<file path="src/rtl/leaf_router_if.sv">
// rtl/leaf_router_if.sv - flit ports between the leaf router, its four NIs and the uplink
interface leaf_router_if #(
  parameter int DATA_W = 16
);
  logic [4*DATA_W-1:0] loc_data_in;
  logic [3:0]          loc_valid_in;
  logic [3:0]          loc_ready_out;
  logic [4*DATA_W-1:0] loc_data_out;
  logic [3:0]          loc_valid_out;
  logic [DATA_W-1:0]   up_data_in;
  logic                up_valid_in;
  logic                up_ready_out;
  logic [DATA_W-1:0]   up_data_out;
  logic                up_valid_out;
  logic                up_ready_in;
  logic [7:0]          drop_count;

  modport slave (
    input  loc_data_in, loc_valid_in, up_data_in, up_valid_in, up_ready_in,
    output loc_ready_out, loc_data_out, loc_valid_out,
    output up_ready_out, up_data_out, up_valid_out, drop_count
  );

  modport master (
    output loc_data_in, loc_valid_in, up_data_in, up_valid_in, up_ready_in,
    input  loc_ready_out, loc_data_out, loc_valid_out,
    input  up_ready_out, up_data_out, up_valid_out, drop_count
  );
endinterface

</file>
<file path="src/rtl/leaf_router.sv">
// rtl/leaf_router.sv - leaf switch: 4 NI ports + uplink, per-input FIFOs, per-output round-robin
module leaf_router #(
  parameter logic [3:0] GROUP_ID   = 4'd6,
  parameter int         DATA_W     = 16,
  parameter int         FIFO_DEPTH = 4
) (
  input  logic         clk,
  input  logic         reset,
  leaf_router_if.slave bus
);
  localparam int NIN = 5;
  localparam int PW  = $clog2(FIFO_DEPTH);
  localparam int CW  = PW + 1;
  localparam logic [CW-1:0] FULL   = CW'(FIFO_DEPTH);
  localparam logic [CW-1:0] ALMOST = CW'(FIFO_DEPTH - 1);

  logic [DATA_W-1:0] mem [NIN][FIFO_DEPTH];
  logic [PW-1:0]     wr_ptr [NIN];
  logic [PW-1:0]     rd_ptr [NIN];
  logic [CW-1:0]     count  [NIN];

  logic [DATA_W-1:0] in_data [NIN];
  logic [NIN-1:0]    in_valid;
  logic [NIN-1:0]    wr_en;
  logic [NIN-1:0]    drop;
  logic [NIN-1:0]    pop;
  logic [NIN-1:0]    nonempty;
  logic [DATA_W-1:0] head [NIN];
  logic [2:0]        dest [NIN];
  logic              up_ready;

  logic [2:0]        last_loc [4];
  logic [1:0]        last_up;
  logic [4:0]        gnt_valid;
  logic [2:0]        gnt_src [5];
  logic              up_arb_en;
  logic [3:0]        tmp;

  logic [DATA_W-1:0] loc_data_q [4];
  logic [3:0]        loc_valid_q;
  logic [DATA_W-1:0] up_data_q;
  logic              up_valid_q;
  logic [7:0]        drop_cnt;
  logic [8:0]        drop_sum;
  logic [7:0]        drop_next;

  // Ingress: local ports may also write a full FIFO whose head leaves on the same edge
  always_comb begin
    for (int k = 0; k < 4; k++) begin
      in_data[k]  = bus.loc_data_in[k*DATA_W +: DATA_W];
      in_valid[k] = bus.loc_valid_in[k];
      wr_en[k]    = in_valid[k] && ((count[k] < FULL) || pop[k]);
      drop[k]     = in_valid[k] && !wr_en[k];
    end
    in_data[4]  = bus.up_data_in;
    in_valid[4] = bus.up_valid_in;
    up_ready    = count[4] < FULL;
    wr_en[4]    = in_valid[4] && up_ready && (in_data[4][DATA_W-1 -: 4] == GROUP_ID);
    drop[4]     = in_valid[4] && up_ready && (in_data[4][DATA_W-1 -: 4] != GROUP_ID);
  end

  always_comb begin
    for (int k = 0; k < NIN; k++) begin
      head[k]     = mem[k][rd_ptr[k]];
      nonempty[k] = count[k] != '0;
      dest[k]     = (head[k][DATA_W-1 -: 4] == GROUP_ID) ? {1'b0, head[k][DATA_W-5 -: 2]} : 3'd4;
    end
  end

  // Round-robin search starts one past the last winner of each output
  always_comb begin
    pop       = '0;
    gnt_valid = '0;
    tmp       = '0;
    for (int j = 0; j < 5; j++) gnt_src[j] = '0;
    up_arb_en = !up_valid_q || bus.up_ready_in;
    for (int j = 0; j < 4; j++) begin
      for (int i = 1; i <= NIN; i++) begin
        tmp = 4'(last_loc[j]) + 4'(i);
        if (tmp >= 4'(NIN)) tmp = tmp - 4'(NIN);
        if (!gnt_valid[j] && nonempty[tmp[2:0]] && dest[tmp[2:0]] == 3'(j)) begin
          gnt_valid[j] = 1'b1;
          gnt_src[j]   = tmp[2:0];
        end
      end
    end
    if (up_arb_en) begin
      for (int i = 1; i <= 4; i++) begin
        tmp = {2'b00, last_up} + 4'(i);
        if (tmp >= 4'd4) tmp = tmp - 4'd4;
        if (!gnt_valid[4] && nonempty[tmp[2:0]] && dest[tmp[2:0]] == 3'd4) begin
          gnt_valid[4] = 1'b1;
          gnt_src[4]   = tmp[2:0];
        end
      end
    end
    for (int j = 0; j < 5; j++)
      if (gnt_valid[j]) pop[gnt_src[j]] = 1'b1;
  end

  always_comb begin
    drop_sum = {1'b0, drop_cnt};
    for (int k = 0; k < NIN; k++) drop_sum = drop_sum + 9'(drop[k]);
    drop_next = (drop_sum > 9'd255) ? 8'hFF : drop_sum[7:0];
  end

  always_ff @(posedge clk) begin
    for (int k = 0; k < NIN; k++)
      if (wr_en[k]) mem[k][wr_ptr[k]] <= in_data[k];
  end

  always_ff @(posedge clk or posedge reset) begin
    if (reset) begin
      for (int k = 0; k < NIN; k++) begin
        wr_ptr[k] <= '0;
        rd_ptr[k] <= '0;
        count[k]  <= '0;
      end
    end else begin
      for (int k = 0; k < NIN; k++) begin
        if (wr_en[k]) wr_ptr[k] <= wr_ptr[k] + 1'b1;
        if (pop[k])   rd_ptr[k] <= rd_ptr[k] + 1'b1;
        count[k] <= count[k] + CW'(wr_en[k]) - CW'(pop[k]);
      end
    end
  end

  always_ff @(posedge clk or posedge reset) begin
    if (reset) begin
      for (int j = 0; j < 4; j++) begin
        loc_data_q[j] <= '0;
        last_loc[j]   <= '0;
      end
      loc_valid_q <= '0;
      up_data_q   <= '0;
      up_valid_q  <= 1'b0;
      last_up     <= '0;
      drop_cnt    <= '0;
    end else begin
      for (int j = 0; j < 4; j++) begin
        loc_valid_q[j] <= gnt_valid[j];
        if (gnt_valid[j]) begin
          loc_data_q[j] <= head[gnt_src[j]];
          last_loc[j]   <= gnt_src[j];
        end
      end
      if (up_arb_en) begin
        up_valid_q <= gnt_valid[4];
        if (gnt_valid[4]) begin
          up_data_q <= head[gnt_src[4]];
          last_up   <= gnt_src[4][1:0];
        end
      end
      drop_cnt <= drop_next;
    end
  end

  always_comb begin
    bus.loc_data_out = '0;
    for (int j = 0; j < 4; j++) begin
      bus.loc_data_out[j*DATA_W +: DATA_W] = loc_data_q[j];
      bus.loc_ready_out[j] = count[j] < ALMOST;
    end
  end

  assign bus.loc_valid_out = loc_valid_q;
  assign bus.up_ready_out  = up_ready;
  assign bus.up_data_out   = up_data_q;
  assign bus.up_valid_out  = up_valid_q;
  assign bus.drop_count    = drop_cnt;
endmodule

</file>
<file path="src/flat_wrapper.sv">
// flat-port wrapper written by rule: the top's interface ports become plain ports
module leaf_router_flat 
#(
  parameter logic [3:0] GROUP_ID   = 4'd6,
  parameter int         DATA_W     = 16,
  parameter int         FIFO_DEPTH = 4
)
  (clk, reset, bus_loc_data_in, bus_loc_valid_in, bus_up_data_in, bus_up_valid_in, bus_up_ready_in, bus_loc_ready_out, bus_loc_data_out, bus_loc_valid_out, bus_up_ready_out, bus_up_data_out, bus_up_valid_out, bus_drop_count);
  leaf_router_if #(.DATA_W(DATA_W)) bus_i ();
  input  logic clk;
  input  logic reset;
  input wire logic [$bits(bus_i.loc_data_in)-1:0] bus_loc_data_in;
  input wire logic [$bits(bus_i.loc_valid_in)-1:0] bus_loc_valid_in;
  input wire logic [$bits(bus_i.up_data_in)-1:0] bus_up_data_in;
  input wire logic [$bits(bus_i.up_valid_in)-1:0] bus_up_valid_in;
  input wire logic [$bits(bus_i.up_ready_in)-1:0] bus_up_ready_in;
  output wire logic [$bits(bus_i.loc_ready_out)-1:0] bus_loc_ready_out;
  output wire logic [$bits(bus_i.loc_data_out)-1:0] bus_loc_data_out;
  output wire logic [$bits(bus_i.loc_valid_out)-1:0] bus_loc_valid_out;
  output wire logic [$bits(bus_i.up_ready_out)-1:0] bus_up_ready_out;
  output wire logic [$bits(bus_i.up_data_out)-1:0] bus_up_data_out;
  output wire logic [$bits(bus_i.up_valid_out)-1:0] bus_up_valid_out;
  output wire logic [$bits(bus_i.drop_count)-1:0] bus_drop_count;
  assign bus_i.loc_data_in = bus_loc_data_in;
  assign bus_i.loc_valid_in = bus_loc_valid_in;
  assign bus_i.up_data_in = bus_up_data_in;
  assign bus_i.up_valid_in = bus_up_valid_in;
  assign bus_i.up_ready_in = bus_up_ready_in;
  assign bus_loc_ready_out = bus_i.loc_ready_out;
  assign bus_loc_data_out = bus_i.loc_data_out;
  assign bus_loc_valid_out = bus_i.loc_valid_out;
  assign bus_up_ready_out = bus_i.up_ready_out;
  assign bus_up_data_out = bus_i.up_data_out;
  assign bus_up_valid_out = bus_i.up_valid_out;
  assign bus_drop_count = bus_i.drop_count;
  leaf_router #(.GROUP_ID(GROUP_ID), .DATA_W(DATA_W), .FIFO_DEPTH(FIFO_DEPTH)) u_core (.clk(clk), .reset(reset), .bus(bus_i));
endmodule
</file>
<file path="config.mk">
export PLATFORM = sky130hd
export DESIGN_NAME = leaf_router_flat
export DESIGN_NICKNAME = d
export VERILOG_FILES = /design/src/rtl/leaf_router_if.sv /design/src/rtl/leaf_router.sv /design/src/flat_wrapper.sv
export SDC_FILE = /design/constraint.sdc
export NUM_CORES = 1
export LEC_CHECK = 0
export BUFFER_PORTS_ARGS = -buffer_cell sky130_fd_sc_hd__buf_2
export CORE_MARGIN = 5
export CORE_UTILIZATION = 35
export DETAILED_ROUTE_END_ITERATION = 16
export GPL_TIMING_DRIVEN = 0
export PLACE_DENSITY_LB_ADDON = 0.12
export SKIP_LAST_GASP = 1
export SYNTH_ARGS = -nofsm -noshare
export SYNTH_HDL_FRONTEND = slang
export SYNTH_SLANG_ARGS = --single-unit
</file>
<file path="constraint.sdc">
create_clock -name clk -period 19.95 [get_ports clk]
set_input_delay 0.9975 -clock clk [delete_from_list [all_inputs] [get_ports clk]]
set_output_delay 0.9975 -clock clk [all_outputs]
set_load 0.01 [all_outputs]
</file>
======== After elaboration in Yosys (flattened, before gate mapping) ========
Memory sizes are Yosys's and may differ from the RTL's.
Cells that the tools add are included.
Widths: inputs -> output; s select.
word-level totals
  memory bits (read-only) ................. 0
  register bits ........................... 142
  input bits .............................. 88
  memories ................................ 1
  RAM bits ................................ 320
  latch bits .............................. 0
cells by class
  reduce and logical (&&, ||, !) cells .... 104
  add/subtract/negate cells ............... 73
  order comparisons ....................... 112
  div/mod/pow operators ................... 0
  shifts and indexed selects .............. 0
  bitwise gates (word level) .............. 43
  equal/unequal tests ..................... 26
  muxes and demuxes ....................... 272
  multipliers ............................. 0
memories
  memory      words  width  rd ports  clocked after Yosys merged registers in  wr ports  line               text
  u_core.mem  5      64     5         0                                        5         leaf_router.sv:17  logic [DATA_W-1:0] mem [NIN][FIFO_DEPTH];
operator list
  kind                 number
  $mux 16              25
  $mux 64              5
  $mux 3               106
  $bmux 16 s3          5
  $bmux 3 s3           24
  $bmux 16 s2          5
  $demux 16 s2         5
  $ge 4x4->1 const B   29
  $lt 3x4->1 const B   29
  $not 3->4            29
  $ge 4x3->1 const B   24
  $bmux 1 s3           24
  $sub 3x3->3 const B  24
  $logic_and 1x1->1    64
  $mux 1               62
  $add 9x1->9          4
  $add 3x2->4 const B  8
  $add 3x3->4 const B  8
  $eq 3x2->1 const B   10
  $ge 3x3->1 const B   10
  $not 2->3            10
  $mux 5               5
  $eq 4x3->1 const B   6
  $logic_not 1->1      24
  23 further kinds     85

======== Depth between registers and ports, before layout ========
  word-level depth ........................ 52
  gate-level depth with buffers ........... 28
  gate-level depth less buffers ........... 25

======== Worst setup path before layout ========
Ideal clock, no wire load.
  path type ............................... register -> register
  from .................................... register u_core.last_loc[9] (netlist name)
  to ...................................... register u_core.drop_cnt[5] (netlist: u_core.bus.drop_count[5])
  data arrival time ....................... 6566 ps
  slack ................................... 13251 ps
  cell stages (with the launch flop) ...... 24
  buffers on the path ..................... 1
  period minus slack after synthesis ...... 6699 ps
  library setup time ...................... 133 ps
  path through ............................ dfrtp_1 clkbuf_1 clkinv_1 ha_1 ha_1 a211o_1 a21o_1 a2111oi_1 nor3_4 or3_1 nor3_1 nor2_2 a22o_1 nor3_1 nand3_1 fa_1 inv_1 fa_1 ha_1 fa_1 a21oi_1 nor2_1 nand3_1 nand3_1
between the ends
  cells in the longest elaborated chain, start to end .. 50
  elaborated cells on any way between the ends .. 115
ends and longest elaborated chain
  item                                        line                text
  start, declared                             leaf_router.sv:32   logic [2:0] last_loc [4];
  start signal, assigned by index             leaf_router.sv:144  last_loc[j] <= gnt_src[j];
  $add 3x1->4                                 leaf_router.sv:79   tmp = 4'(last_loc[j]) + 4'(i);
  $ge 4x3->1 or $sub 3x3->3 (tied branches)   leaf_router.sv:80   if (tmp >= 4'(NIN)) tmp = tmp - 4'(NIN);
  $mux 3                                      leaf_router.sv:80
  $not 3->4 (implied by the code)             leaf_router.sv:81   if (!gnt_valid[j] && nonempty[tmp[2:0]] && dest[tmp[2:0]] == 3'(j)) begin
  $bmux 3 s3                                  leaf_router.sv:81
  $mux 3 (implied by the code) (2 in series)  leaf_router.sv:81
  $logic_not 3->1                             leaf_router.sv:81
  $logic_and 1x1->1                           leaf_router.sv:81
  [... 32 more ...]                           n/a
  $logic_not 1->1                             leaf_router.sv:53   drop[k] = in_valid[k] && !wr_en[k];
  $logic_and 1x1->1                           leaf_router.sv:53
  $add 8x1->9                                 leaf_router.sv:103  for (int k = 0; k < NIN; k++) drop_sum = drop_sum + 9'(drop[k]);
  $add 9x1->9 (2 in series)                   leaf_router.sv:103
  $add 9x1->9 (*) (2 in series)               leaf_router.sv:103
  $gt 9x8->1                                  leaf_router.sv:104  drop_next = (drop_sum > 9'd255) ? 8'hFF : drop_sum[7:0];
  $mux 8 (*)                                  leaf_router.sv:104
  net u_core.drop_next[5]                     leaf_router.sv:45   logic [7:0] drop_next;
  end signal, assigned                        leaf_router.sv:154  drop_cnt <= drop_next;
  end, declared                               leaf_router.sv:43   logic [7:0] drop_cnt;
Mark *: on every way through the listed nets, which the timed path passes. The rest lies on a longest branch. The select of a mux whose other input is x is not followed.
A chain may end at the register's enable or synchronous reset.

======== Final worst setup path ========
  from .................................... register u_core.last_loc[7] (netlist name)
  to ...................................... register u_core.drop_cnt[5] (netlist: u_core.bus.drop_count[5])
between the ends
  cells in the longest elaborated chain, start to end .. 49
  elaborated cells on any way between the ends .. 114
ends and longest elaborated chain
  item                                        line
  $add 3x1->4                                 leaf_router.sv:79
  $ge 4x3->1 or $sub 3x3->3 (tied branches)   leaf_router.sv:80
  $mux 3                                      leaf_router.sv:80
  $not 3->4 (implied by the code)             leaf_router.sv:81
  $bmux 3 s3                                  leaf_router.sv:81
  $mux 3 (implied by the code) (2 in series)  leaf_router.sv:81
  $eq 3x1->1                                  leaf_router.sv:81
  $logic_and 1x1->1                           leaf_router.sv:81
  [... 31 more ...]                           n/a
  $logic_not 1->1                             leaf_router.sv:53
  $logic_and 1x1->1                           leaf_router.sv:53
  $add 8x1->9                                 leaf_router.sv:103
  $add 9x1->9 (2 in series)                   leaf_router.sv:103
  $add 9x1->9 (*) (2 in series)               leaf_router.sv:103
  $gt 9x8->1                                  leaf_router.sv:104
  $mux 8 (*)                                  leaf_router.sv:104
  net u_core.drop_next[5]                     leaf_router.sv:45
Marks and branches as above.

==> results.json <==
{
  "outcome": "completed",
  "cts_buffers": 52,
  "gp_congestion": 0.910,
  "cp_data_required_time_ns": 20.40,
  "reg2reg_depth": 24,
  "hold_buffers": 0,
  "finalMaxSlewViolations": 0,
  "vias": 18497,
  "cp.depth": 24,
  "dieArea_um2": 76500,
  "yosysUniqueCellTypes": 108,
  "critical_path_class": "reg2reg",
  "maxCapViolCount": 0,
  "track_usage": 0.214,
  "die_w_um": 277,
  "synth_edf_count": 320,
  "route.detailed.drc": 0,
  "layout.nets": 2430,
  "ys_seq_area_frac": 0.529,
  "tritoncts": "yes",
  "yosys_warnings": 0,
  "fin_tns_setup_ns": 0,
  "syn_inst": 2002,
  "ant_nets": 0,
  "cpPeakStageDelay_ns": 1.01,
  "fin_util": 0.409,
  "hold_viol": 0,
  "setup.worst_path.start_class": "flip-flop",
  "cts.repair.resized": 0,
  "fin_crit_sh": 0.453,
  "num_io_pins": 186,
  "clkSinkCount": 462,
  "wl_per_cell_um": 26.3,
  "worstPathCellList": "inv_1 -> ha_1 -> ha_1 -> a2111oi_0 -> o21ai_0 -> o2111a_1 -> o221ai_1 -> nand2b_1 -> or2_1 -> clkbuf_1 -> o21ai_0 -> nor2_1 -> a22o_1 -> nor3_1 -> nand3_1 -> fa_1 -> inv_1 -> fa_1 -> ha_1 -> fa_1 -> a21oi_1 -> nor2_1 -> nand3_1 -> nand3_1",
  "finalClockSkew_ns": 0.0259,
  "antenna_found_initial": 4,
  "drive_above_1_share": 0.198,
  "cp_max_fo": 9,
  "post-dp-hpwl_um": 64100,
  "max_freq_mhz": 111,
  "start_util": 0.354,
  "crit_family": "compound AO/OA/AOI/OAI gates",
  "max-clock-path-buffers": 3,
  "synth.net_count": 2184,
  "ys.flop_type": "edfxtp_1",
  "grt_max_degree": 108,
  "grt_first_pass_wirelength_um": 125000,
  "syn-cell-area_um2": 24900,
  "num_rows": 97,
  "rsz0062_at_grt": "false",
  "port-buffer-count": 185,
  "startpoint": "u_core.last_loc[7]$_DFFE_PP0N_",
  "cts_root_buf": "clkbuf_16",
  "post-route-min-period_ns": 9.03,
  "drtIter0Drc": 1587,
  "cts_setup_buffers": 0,
  "core-area_um2": 70300,
  "viasPerCell": 5.73,
  "tightest_slew_ns": 1.44,
  "report.final.setup_viol": 0,
  "clk_pin_slew_ns": 0.07,
  "critPathCaptureType": "flip-flop",
  "syn_area_per_cell_um2": 12.4,
  "dr.pass1.iters": 6,
  "cpMaxStageDelayCell": "a2111oi_0",
  "wl_um": 84800,
  "insertion_delay_ns": 0.60,
  "die_y_um": 277,
  "cp.arrival_ns": 9.48,
  "area_delta_synth_final_pct": 15.5,
  "hp-class": "in2async",
  "relSlewSlack": 0.0334,
  "cp_num_buf_inv": 3,
  "async_flop_share": 0.307,
  "gr-total-overflow": 0,
  "grt_pass1_vias": 18567,
  "antenna_cells": 0,
  "synth-seq-cells": 462,
  "htreeDepth": 2,
  "worst_r2r_startpoint": "u_core.last_loc[7]$_DFFE_PP0N_"
}
[synthesized netlist by cell type (all sizes together), types with 10 or more instances]
library cell / n / area, um^2
nand4: 23 / 150
nor3: 57 / 302
xnor2: 35 / 307
mux2i: 46 / 460
nand3: 36 / 185
nand2b: 34 / 220
a21oi: 79 / 403
ha: 82 / 1030
nor3b: 13 / 97.6
nor2b: 24 / 150
clkbuf: 81 / 304
a22o: 15 / 131
or3: 29 / 181
buf: 23 / 123
a22oi: 29 / 218
o32ai: 10 / 103
fa: 12 / 240
edfxtp: 320 / 9610
and3: 15 / 93.8
mux4: 81 / 1820
o21ai: 67 / 335
a31oi: 25 / 163
nor2: 83 / 314
o31ai: 22 / 170
nand2: 140 / 526
or2: 15 / 93.8
a211oi: 26 / 195
inv: 87 / 327
a21o: 12 / 90.1
nor4: 20 / 138
o21a: 13 / 105
dfrtp: 142 / 3550
a221oi: 35 / 307
mux2: 39 / 447
o211ai: 10 / 80.1
o22ai: 24 / 150
a2111oi: 10 / 95.1
and2: 34 / 213
[per-layer routing]
layer / vias up / GRT usage / part of all wire
li1: 8323 / - / -
met1: 9382 / 0.292 / 0.44
met2: 626 / 0.362 / 0.49
met3: 166 / 0.0244 / 0.045
met4: 0 / 0.0656 / 0.034
met5: - / 0 / 0
[cells by family (layout without fill, tap and decap cells)]
kind of cell | Yosys count | in the layout | synth area share
xor gates and xnor gates | 41 | 41 | 0.0144
AOI/OAI and AO/OA | 470 | 470 | 0.138
buffers and inverters | 196 | 484 | 0.0310
adders and majority gates | 94 | 94 | 0.0509
muxes | 166 | 166 | 0.110
DFF | 462 | 462 | 0.529
and+or+nand+nor | 573 | 573 | 0.127
[area by class of cell]
class                      count  area [um^2]
inverter                      92          353
tap                          940         1180
sequential                   462        13200
timing repair buffer         192         1030
buffer                       104          427
clock buffer                  74         1440
clock inverter                22          160
fill                        6633        41600
multi-input combinational   1344        11000
[flip-flops by register name, summed over array words and instances, names as in the netlist]
name	count
u_core.wr_ptr	10
u_core.bus.up_valid_out	1
u_core.count	15
u_core.bus.up_data_out	16
u_core.last_up	2
u_core.last_loc	12
u_core.bus.loc_data_out	64
u_core.bus.drop_count	8
u_core.rd_ptr	10
u_core.mem	320
u_core.bus.loc_valid_out	4
[final timing paths]
| kind | end | slack (ns) |
|---|---|---|
| setup / recovery | u_core.bus.drop_count[5]$_DFF_PP0_ | 10.92 |
| hold / removal | u_core.bus.loc_data_out[43]$_DFFE_PP0N_ | 0.40 |
| setup reg to reg | u_core.bus.drop_count[5]$_DFF_PP0_ | 10.92 |
| hold reg to reg | u_core.bus.loc_data_out[46]$_DFFE_PP0N_ | 0.46 |
| max in group asynchronous | u_core.bus.drop_count[1]$_DFF_PP0_ | 18.63 |
| min in group clk | u_core.bus.loc_data_out[46]$_DFFE_PP0N_ | 0.46 |
[placed cells by master (no fill, tap or decap), drive strengths merged, types with 13 or more instances in the layout]
cell type / count
a22oi: 29
buf: 215
a22o: 15
a31oi: 25
a211oi: 26
nor3: 57
dfrtp: 142
and3: 15
clkinv: 22
or3: 29
a21oi: 79
nor2b: 24
nand3: 36
o21a: 13
nand4: 23
o22ai: 24
or2: 15
nor4: 20
nor2: 83
and2: 34
xnor2: 35
nand2b: 34
inv: 89
o21ai: 67
ha: 82
nor3b: 13
nand2: 140
edfxtp: 320
clkbuf: 155
mux2: 39
a221oi: 35
mux2i: 46
o31ai: 22
mux4: 81
[stage by stage]
step / instance area, um^2 / hold WS (ns) / std cells / worst slack [ns]
global route: 28700 / 0.402 / 3230 / 10.31
finish: 28700 / 0.401 / 3230 / 10.92
detailed placement: 27100 / 0.449 / 3134 / 10.96
floorplan: 24900 / 0.498 / 2002 / 13.25
CTS: 28700 / 0.387 / 3230 / 10.90
global placement: 27000 / 0.444 / 3127 / 10.95
Power is left out: the tool's default activity adds up to more than one toggle a clock period on the data nets, which glitch-free logic cannot reach.
